$ cat src/rtl/game_round_controller_pkg.sv
// Shared types and constants for the two-player Morse game: controller states,
// Morse symbols, player2 segment results and round outcome codes.
package game_pkg;

  typedef enum logic [2:0] {
    S_IDLE,
    S_P1_ENTRY,
    S_ARM,
    S_WAIT_READ,
    S_GUESS,
    S_RESULT,
    S_DONE
  } state_t;

  localparam logic [1:0] MORSE_NONE = 2'b00;
  localparam logic [1:0] MORSE_DOT  = 2'b01;
  localparam logic [1:0] MORSE_LINE = 2'b11;

  typedef enum logic [1:0] {
    P2_NEUTRAL   = 2'b00,
    P2_CORRECT   = 2'b01,
    P2_INCORRECT = 2'b10
  } p2_result_t;

  typedef enum logic [1:0] {
    RR_NONE   = 2'b00,
    RR_P2_WIN = 2'b01,
    RR_P1_WIN = 2'b10
  } round_result_t;

  // Cycles WAIT_READ waits for player2's read flag before re-arming.
  localparam int unsigned WAIT_READ_CYCLES = 4;

  function automatic logic [3:0] sat_inc4(input logic [3:0] v);
    return (v == 4'hF) ? v : v + 4'd1;
  endfunction

endpackage

$ cat src/rtl/game_round_controller_if.sv
// Bundle of the player1/player2 signals around the round controller.
// The controller attaches as slave; the surrounding game logic is the master.
interface game_round_controller_if;
  logic       start;
  logic       p1_done;
  logic [9:0] p1_value;
  logic       p2_read;
  logic [1:0] p2_correct;
  logic [9:0] p2_q;

  logic [9:0] code_out;
  logic       p2_next_input;
  logic       p1_enable;
  logic       p2_enable;
  logic [1:0] attempts_left;
  logic [1:0] round;
  logic [3:0] p1_score;
  logic [3:0] p2_score;
  logic [1:0] round_result;
  logic       game_over;

  modport master (
    output start, p1_done, p1_value, p2_read, p2_correct, p2_q,
    input  code_out, p2_next_input, p1_enable, p2_enable, attempts_left,
           round, p1_score, p2_score, round_result, game_over
  );

  modport slave (
    input  start, p1_done, p1_value, p2_read, p2_correct, p2_q,
    output code_out, p2_next_input, p1_enable, p2_enable, attempts_left,
           round, p1_score, p2_score, round_result, game_over
  );
endinterface

$ cat src/rtl/game_round_controller_round_timer.sv
// Per-round guess timer: loads TIMEOUT_CYCLES-1 on clear, counts down while run
// is high and flags expiry in the cycle the count sits at zero.
module round_timer #(
  parameter int unsigned TIMEOUT_CYCLES = 50_000_000
) (
  input  logic clock,
  input  logic reset,
  input  logic clear,
  input  logic run,
  output logic expired
);

  localparam int unsigned W = (TIMEOUT_CYCLES > 1) ? $clog2(TIMEOUT_CYCLES) : 1;
  localparam logic [W-1:0] LOAD = W'(TIMEOUT_CYCLES - 1);

  logic [W-1:0] cnt_q, cnt_d;

  always_comb begin
    cnt_d = cnt_q;
    if (clear) begin
      cnt_d = LOAD;
    end else if (run && (cnt_q != '0)) begin
      cnt_d = cnt_q - W'(1);
    end
  end

  always_ff @(posedge clock) begin
    if (reset) begin
      cnt_q <= LOAD;
    end else begin
      cnt_q <= cnt_d;
    end
  end

  assign expired = run && (cnt_q == '0);

endmodule

$ cat src/rtl/game_round_controller.sv
// Round sequencer for the two-player Morse game: latches player1's code, arms
// player2, supervises the guess (attempts, time limit, crack) and keeps scores.
module game_round_controller
  import game_pkg::*;
#(
  parameter int unsigned MAX_ATTEMPTS   = 3,
  parameter int unsigned TIMEOUT_CYCLES = 50_000_000,
  parameter int unsigned NUM_ROUNDS     = 3
) (
  input logic                    clock,
  input logic                    reset,
  game_round_controller_if.slave bus
);

  state_t        state_q, state_d;
  logic [9:0]    code_q, code_d;
  logic [1:0]    attempts_q, attempts_d;
  logic [1:0]    round_q, round_d;
  logic [3:0]    p1_score_q, p1_score_d;
  logic [3:0]    p2_score_q, p2_score_d;
  round_result_t result_q, result_d;
  logic          accepted_q, accepted_d;
  logic [1:0]    wait_q, wait_d;
  logic          arm_q, p1_en_q, p2_en_q, over_q;

  logic timer_clear, timer_run, timer_expired;
  logic win, incorrect;

  assign timer_run   = (state_q == S_GUESS);
  assign timer_clear = (state_q != S_GUESS);

  round_timer #(.TIMEOUT_CYCLES(TIMEOUT_CYCLES)) u_timer (
    .clock   (clock),
    .reset   (reset),
    .clear   (timer_clear),
    .run     (timer_run),
    .expired (timer_expired)
  );

  assign win       = accepted_q && (bus.p2_q == code_q);
  assign incorrect = (bus.p2_correct == P2_INCORRECT);

  always_comb begin
    state_d    = state_q;
    code_d     = code_q;
    attempts_d = attempts_q;
    round_d    = round_q;
    p1_score_d = p1_score_q;
    p2_score_d = p2_score_q;
    result_d   = result_q;
    accepted_d = accepted_q;
    wait_d     = '0;

    case (state_q)
      S_IDLE, S_DONE: begin
        if (bus.start) begin
          state_d    = S_P1_ENTRY;
          round_d    = '0;
          p1_score_d = '0;
          p2_score_d = '0;
        end
      end
      S_P1_ENTRY: begin
        if (bus.p1_done && (bus.p1_value != '0)) begin
          code_d  = bus.p1_value;
          state_d = S_ARM;
        end
      end
      S_ARM: state_d = S_WAIT_READ;
      S_WAIT_READ: begin
        if (bus.p2_read) begin
          state_d = S_GUESS;
        end else if (wait_q == 2'(WAIT_READ_CYCLES - 1)) begin
          state_d = S_ARM;
        end else begin
          wait_d = wait_q + 2'd1;
        end
      end
      S_GUESS: begin
        if (bus.p2_correct == P2_CORRECT) accepted_d = 1'b1;
        // Scores and round advance on the decision edge so they are already
        // visible while RESULT is held.
        if (win) begin
          result_d   = RR_P2_WIN;
          state_d    = S_RESULT;
          p2_score_d = sat_inc4(p2_score_q);
          round_d    = round_q + 2'd1;
        end else if (timer_expired || (incorrect && attempts_q == 2'd1)) begin
          result_d   = RR_P1_WIN;
          state_d    = S_RESULT;
          p1_score_d = sat_inc4(p1_score_q);
          round_d    = round_q + 2'd1;
          if (!timer_expired) attempts_d = attempts_q - 2'd1;
        end else if (incorrect) begin
          attempts_d = attempts_q - 2'd1;
        end
      end
      S_RESULT: begin
        state_d = (round_q == 2'(NUM_ROUNDS)) ? S_DONE : S_P1_ENTRY;
      end
      default: state_d = S_IDLE;
    endcase

    if ((state_d == S_P1_ENTRY) && (state_q != S_P1_ENTRY)) begin
      attempts_d = 2'(MAX_ATTEMPTS);
      accepted_d = 1'b0;
      result_d   = RR_NONE;
    end
  end

  always_ff @(posedge clock) begin
    if (reset) begin
      state_q    <= S_IDLE;
      code_q     <= '0;
      attempts_q <= 2'(MAX_ATTEMPTS);
      round_q    <= '0;
      p1_score_q <= '0;
      p2_score_q <= '0;
      result_q   <= RR_NONE;
      accepted_q <= 1'b0;
      wait_q     <= '0;
      arm_q      <= 1'b0;
      p1_en_q    <= 1'b0;
      p2_en_q    <= 1'b0;
      over_q     <= 1'b0;
    end else begin
      state_q    <= state_d;
      code_q     <= code_d;
      attempts_q <= attempts_d;
      round_q    <= round_d;
      p1_score_q <= p1_score_d;
      p2_score_q <= p2_score_d;
      result_q   <= result_d;
      accepted_q <= accepted_d;
      wait_q     <= wait_d;
      arm_q      <= (state_d == S_ARM);
      p1_en_q    <= (state_d == S_P1_ENTRY);
      p2_en_q    <= (state_d == S_GUESS);
      over_q     <= (state_d == S_DONE);
    end
  end

  assign bus.code_out      = code_q;
  assign bus.p2_next_input = arm_q;
  assign bus.p1_enable     = p1_en_q;
  assign bus.p2_enable     = p2_en_q;
  assign bus.attempts_left = attempts_q;
  assign bus.round         = round_q;
  assign bus.p1_score      = p1_score_q;
  assign bus.p2_score      = p2_score_q;
  assign bus.round_result  = result_q;
  assign bus.game_over     = over_q;

endmodule

$ cat src/flat_wrapper.sv
// flat-port wrapper written by rule: the top's interface ports become plain ports
module game_round_controller_flat import game_pkg::*;
#(
  parameter int unsigned MAX_ATTEMPTS   = 3,
  parameter int unsigned TIMEOUT_CYCLES = 50_000_000,
  parameter int unsigned NUM_ROUNDS     = 3
)
  (clock, reset, bus_start, bus_p1_done, bus_p1_value, bus_p2_read, bus_p2_correct, bus_p2_q, bus_code_out, bus_p2_next_input, bus_p1_enable, bus_p2_enable, bus_attempts_left, bus_round, bus_p1_score, bus_p2_score, bus_round_result, bus_game_over);
  game_round_controller_if bus_i ();
  input logic clock;
  input logic reset;
  input wire logic [$bits(bus_i.start)-1:0] bus_start;
  input wire logic [$bits(bus_i.p1_done)-1:0] bus_p1_done;
  input wire logic [$bits(bus_i.p1_value)-1:0] bus_p1_value;
  input wire logic [$bits(bus_i.p2_read)-1:0] bus_p2_read;
  input wire logic [$bits(bus_i.p2_correct)-1:0] bus_p2_correct;
  input wire logic [$bits(bus_i.p2_q)-1:0] bus_p2_q;
  output wire logic [$bits(bus_i.code_out)-1:0] bus_code_out;
  output wire logic [$bits(bus_i.p2_next_input)-1:0] bus_p2_next_input;
  output wire logic [$bits(bus_i.p1_enable)-1:0] bus_p1_enable;
  output wire logic [$bits(bus_i.p2_enable)-1:0] bus_p2_enable;
  output wire logic [$bits(bus_i.attempts_left)-1:0] bus_attempts_left;
  output wire logic [$bits(bus_i.round)-1:0] bus_round;
  output wire logic [$bits(bus_i.p1_score)-1:0] bus_p1_score;
  output wire logic [$bits(bus_i.p2_score)-1:0] bus_p2_score;
  output wire logic [$bits(bus_i.round_result)-1:0] bus_round_result;
  output wire logic [$bits(bus_i.game_over)-1:0] bus_game_over;
  assign bus_i.start = bus_start;
  assign bus_i.p1_done = bus_p1_done;
  assign bus_i.p1_value = bus_p1_value;
  assign bus_i.p2_read = bus_p2_read;
  assign bus_i.p2_correct = bus_p2_correct;
  assign bus_i.p2_q = bus_p2_q;
  assign bus_code_out = bus_i.code_out;
  assign bus_p2_next_input = bus_i.p2_next_input;
  assign bus_p1_enable = bus_i.p1_enable;
  assign bus_p2_enable = bus_i.p2_enable;
  assign bus_attempts_left = bus_i.attempts_left;
  assign bus_round = bus_i.round;
  assign bus_p1_score = bus_i.p1_score;
  assign bus_p2_score = bus_i.p2_score;
  assign bus_round_result = bus_i.round_result;
  assign bus_game_over = bus_i.game_over;
  game_round_controller #(.MAX_ATTEMPTS(MAX_ATTEMPTS), .TIMEOUT_CYCLES(TIMEOUT_CYCLES), .NUM_ROUNDS(NUM_ROUNDS)) u_core (.clock(clock), .reset(reset), .bus(bus_i));
endmodule
$ cat config.mk
export PLATFORM = sky130hd
export DESIGN_NAME = game_round_controller_flat
export DESIGN_NICKNAME = d
export VERILOG_FILES = /design/src/rtl/game_round_controller_pkg.sv /design/src/rtl/game_round_controller_if.sv /design/src/rtl/game_round_controller_round_timer.sv /design/src/rtl/game_round_controller.sv /design/src/flat_wrapper.sv
export SDC_FILE = /design/constraint.sdc
export NUM_CORES = 1
export LEC_CHECK = 0
export ABC_CLOCK_PERIOD_IN_PS = 1900
export CORE_MARGIN = 5
export CORE_UTILIZATION = 50
export CTS_CLUSTER_DIAMETER = 30
export DETAILED_ROUTE_END_ITERATION = 7
export DONT_BUFFER_PORTS = 1
export PLACE_DENSITY = 0.68
export SYNTH_ARGS = -nofsm -noshare
export SYNTH_HDL_FRONTEND = slang
export SYNTH_SLANG_ARGS = --single-unit
$ cat constraint.sdc
create_clock -name clock -period 1.9 [get_ports clock]
set_input_delay 0.38 -clock clock [delete_from_list [all_inputs] [get_ports clock]]
set_output_delay 0.38 -clock clock [all_outputs]
set_load 0.005 [all_outputs]
==> results.tsv <==
stage	metric	value	unit
worst_setup_path	path_cells	buf_6, nor4_4, buf_4, and4b_1, o211ai_1, or4_1, nand3_1	
global_route	gr-total-overflow	0	
timing	max_freq	0.528	GHz
floorplanning	core.rowCount	28	
global_route	grt_use_total	0.195	
logic_synthesis	synth_cells	337	
placement	dp_hpwl	5170	um
timing	worst_pin_slew	0.373	ns
worst_setup_path	path_class	flip-flop to flip-flop	
clock_tree	htreeDepth	3	
floorplanning	die_w	88.0	um
logic_synthesis	yosysUniqueCellTypes	52	
clock_tree	cts_tree	yes	
floorplanning	die_area	7740	um^2
hold_path	hold_class	primary input to flip-flop	
worst_setup_path	cp.arrival	2.17	ns
timing	relSlewSlack	0.749	
drt	dr.pass1.iters	5	
global_route	grt_pass1_vias	2577	
placement	port-buffer-count	0	
timing	finalCritPeriodShare	0.998	
clock_tree	ctsHoldBuffers	0	
global_route	met1_usage	0.240	
finish	drive_gt1_frac	0.267	
clock_tree	cts_made_buffers	9	
timing	drv_slew	0	
clock_tree	worstSkewPairLatency	0.34	ns
worst_setup_path	critPathMaxFanout	3	
clock_tree	cts.clk_slew.worst_paths	0.07	ns
finish	insertedDiodeCount	0	
finish	syn2layout_area_growth	27.6	%
timing	worst_slack	0.00463	ns
power	ir_drop	996	uV
timing	rsz0062_at_grt	yes	
timing	setup_viol_count_final	0	
global_route	grt_use_met2	0.316	
global_route	grt_pass1_wl	11800	um
global_route	gr-usage-met3	0.0771	
drt	detail-route-antenna-nets	0	
global_route	grt_antenna_before_repair	0	
placement	gp_congestion	0.814	
finish	final_nets	422	
placement	placed_area	3450	um^2
worst_setup_path	endpoint_kind	flip-flop	
finish	final_cell_mix	54 x dfxtp_1, 48 x buf_4, 30 x nor2_1	
logic_synthesis	synth_edf_count	0	
worst_setup_path	start_kind	flip-flop	
worst_setup_path	crit_slowest_cell	or4_1	
logic_synthesis	yosysSeqAreaShare	0.395	
logic_synthesis	syn_avg_cell_area	9.02	um^2
drt	drc	0	
drt	routed_via_density	5.68	
finish	fin_area	3880	um^2
clock_tree	cts_buffer_depth	2	
floorplanning	io_pins	55	
floorplanning	coreArea	5920	um^2
logic_synthesis	syn-num-nets	371	
clock_tree	cts_sinks	60	
logic_synthesis	ys_seq_elements	60	
logic_synthesis	synthFlopType	dfxtp_1	
status	status	finished, final reports clean	
global_route	top_usage_layer	met2	
floorplanning	initial_core_util	0.514	
timing	min_period	1.90	ns
worst_setup_path	cp.required	2.18	ns
power	p_per_area	742	nW/um^2
floorplanning	die_y	88.0	um
worst_setup_path	max_stage_delay	0.54	ns
power	fin_total_pwr	2880	uW
clock_tree	root_buffer	clkbuf_8	
drt	drt_iter0_drc	82	
timing	hold_violations	0	
logic_synthesis	syn_area	3040	um^2
timing	skew	0.0107	ns
drt	routedWlPerCell	15.3	um
power	p_leak	0.00144	uW
finish	layout.cells.most_common	dfxtp_1	
placement	dp_slack	-0.0797	ns
global_route	grt_max_degree	33	
logic_synthesis	yosysWarnings	0	
logic_synthesis	postSynth.asyncResetShare	0	
flow_run	cap_violations	0	
drt	vias	2658	
drt	totalWireLength	7170	um
worst max-delay path, delay by kind of cell, from the launching register on:
family                 cells  cell delay [ns]
DFF                        1             0.33
buffers and inverters      2             0.27
AOI/OAI and AO/OA          1             0.14
and+or+nand+nor            4             1.11
where the power goes:
| part | switching (uW) | internal (uW) | total [uW] |
|---|---|---|---|
| sequential | 19.8 | 1280 | 1300 |
| combinational | 98.4 | 95.1 | 194 |
| clock | 516 | 871 | 1390 |
| total | 635 | 2240 | 2880 |
state kept, by name, summed over array words and instances, names as in the netlist, 3 cells and up:
register              count
u_core.state_q            3
u_core.bus.p2_score       4
u_core.bus.p1_score       4
u_core.bus.code_out      10
u_core.u_timer.cnt_q     26
Yosys cell counts, types with 2 or more instances:
cell type	instances	share of area
xor2_1	17	0.049
and4_1	2	0.0058
and4b_1	3	0.0099
o21a_1	3	0.0074
nor3_2	2	0.0066
o22ai_1	2	0.0041
nand2b_1	5	0.010
nand2_1	29	0.036
a31oi_1	2	0.0041
or4_1	6	0.015
o211ai_1	7	0.017
nor2_1	31	0.038
dfxtp_1	60	0.40
nor4_1	10	0.021
or3b_1	2	0.0058
inv_1	10	0.012
nor3_1	12	0.020
nor4_4	2	0.014
ha_1	7	0.029
a311oi_1	2	0.0058
nand4_1	9	0.019
mux2i_1	18	0.059
nor4_2	3	0.012
o2111ai_1	3	0.0086
a21oi_1	8	0.013
clkbuf_1	9	0.011
nor2b_1	3	0.0062
or2_2	3	0.0062
xnor2_1	13	0.037
o21ai_0	9	0.015
or3_1	3	0.0062
and3_1	4	0.0082
buf_2	3	0.0049
nand4b_1	2	0.0058
o31ai_1	5	0.012
nand3_1	11	0.018
nor3b_1	2	0.0049
path summary, 6_finish.rpt:
kind                                                      startpoint                               endpoint  slack, ns  depth (start not counted)
worst max-delay path            u_core.u_timer.cnt_q[2]$_SDFFE_PP1P_  u_core.u_timer.cnt_q[14]$_SDFFE_PP1P_      0.005                          7
worst min-delay path                                           reset           u_core.state_q[0]$_SDFF_PP0_       0.11                          1
worst max register to register  u_core.u_timer.cnt_q[2]$_SDFFE_PP1P_  u_core.u_timer.cnt_q[14]$_SDFFE_PP1P_      0.005                          7
worst min register to register           u_core.wait_q[0]$_SDFF_PP0_            u_core.wait_q[0]$_SDFF_PP0_       0.42                          1
what timing repair did:
| action | 4_1_cts | 5_1_grt |
|---|---|---|
| pin swaps | 1 | 13 |
| endpoints found under the setup margin | 17 | 34 |
| setup buffers | 1 | 5 |
| gates resized for setup | 5 | 30 |
through the flow:
| step | setup TNS (ns) | hold WS [ns] | util | cells |
|---|---|---|---|---|
| floorplan | 0 | 0.399 | - | 337 |
| global placement | -0.230 | 0.407 | 0.583 | 446 |
| detailed placement | -0.698 | 0.409 | 0.583 | 446 |
| CTS | 0 | 0.0948 | 0.629 | 463 |
| global route | -0.443 | 0.0733 | 0.655 | 468 |
| finish | 0 | 0.106 | 0.655 | 468 |
final cells by class:
cell class | count | area, um^2
clock buffers | 10 | 128
clock inverters | 6 | 113
repair buffers | 53 | 417
fillers | 472 | 2040
well taps | 75 | 93.8
flip-flops and latches | 60 | 1210
multi-input cells | 254 | 1880
inverters | 10 | 37.5
cell families after synthesis:
group / synth area share
multiplexers: 0.0630
adder cells (fa/ha/maj): 0.0288
buffers and inverters: 0.0296
AND/OR/NAND/NOR: 0.290
AO/OA/AOI/OAI: 0.107
XOR/XNOR: 0.0864
flip-flops: 0.395
per-layer routing:
layer  wire length (um)  vias up
met3                474       19
met5                  0        -
li1                   -     1337
met2               3410       76
met4                138        0
met1               3150     1226
(Power assumes the default switching activity.)
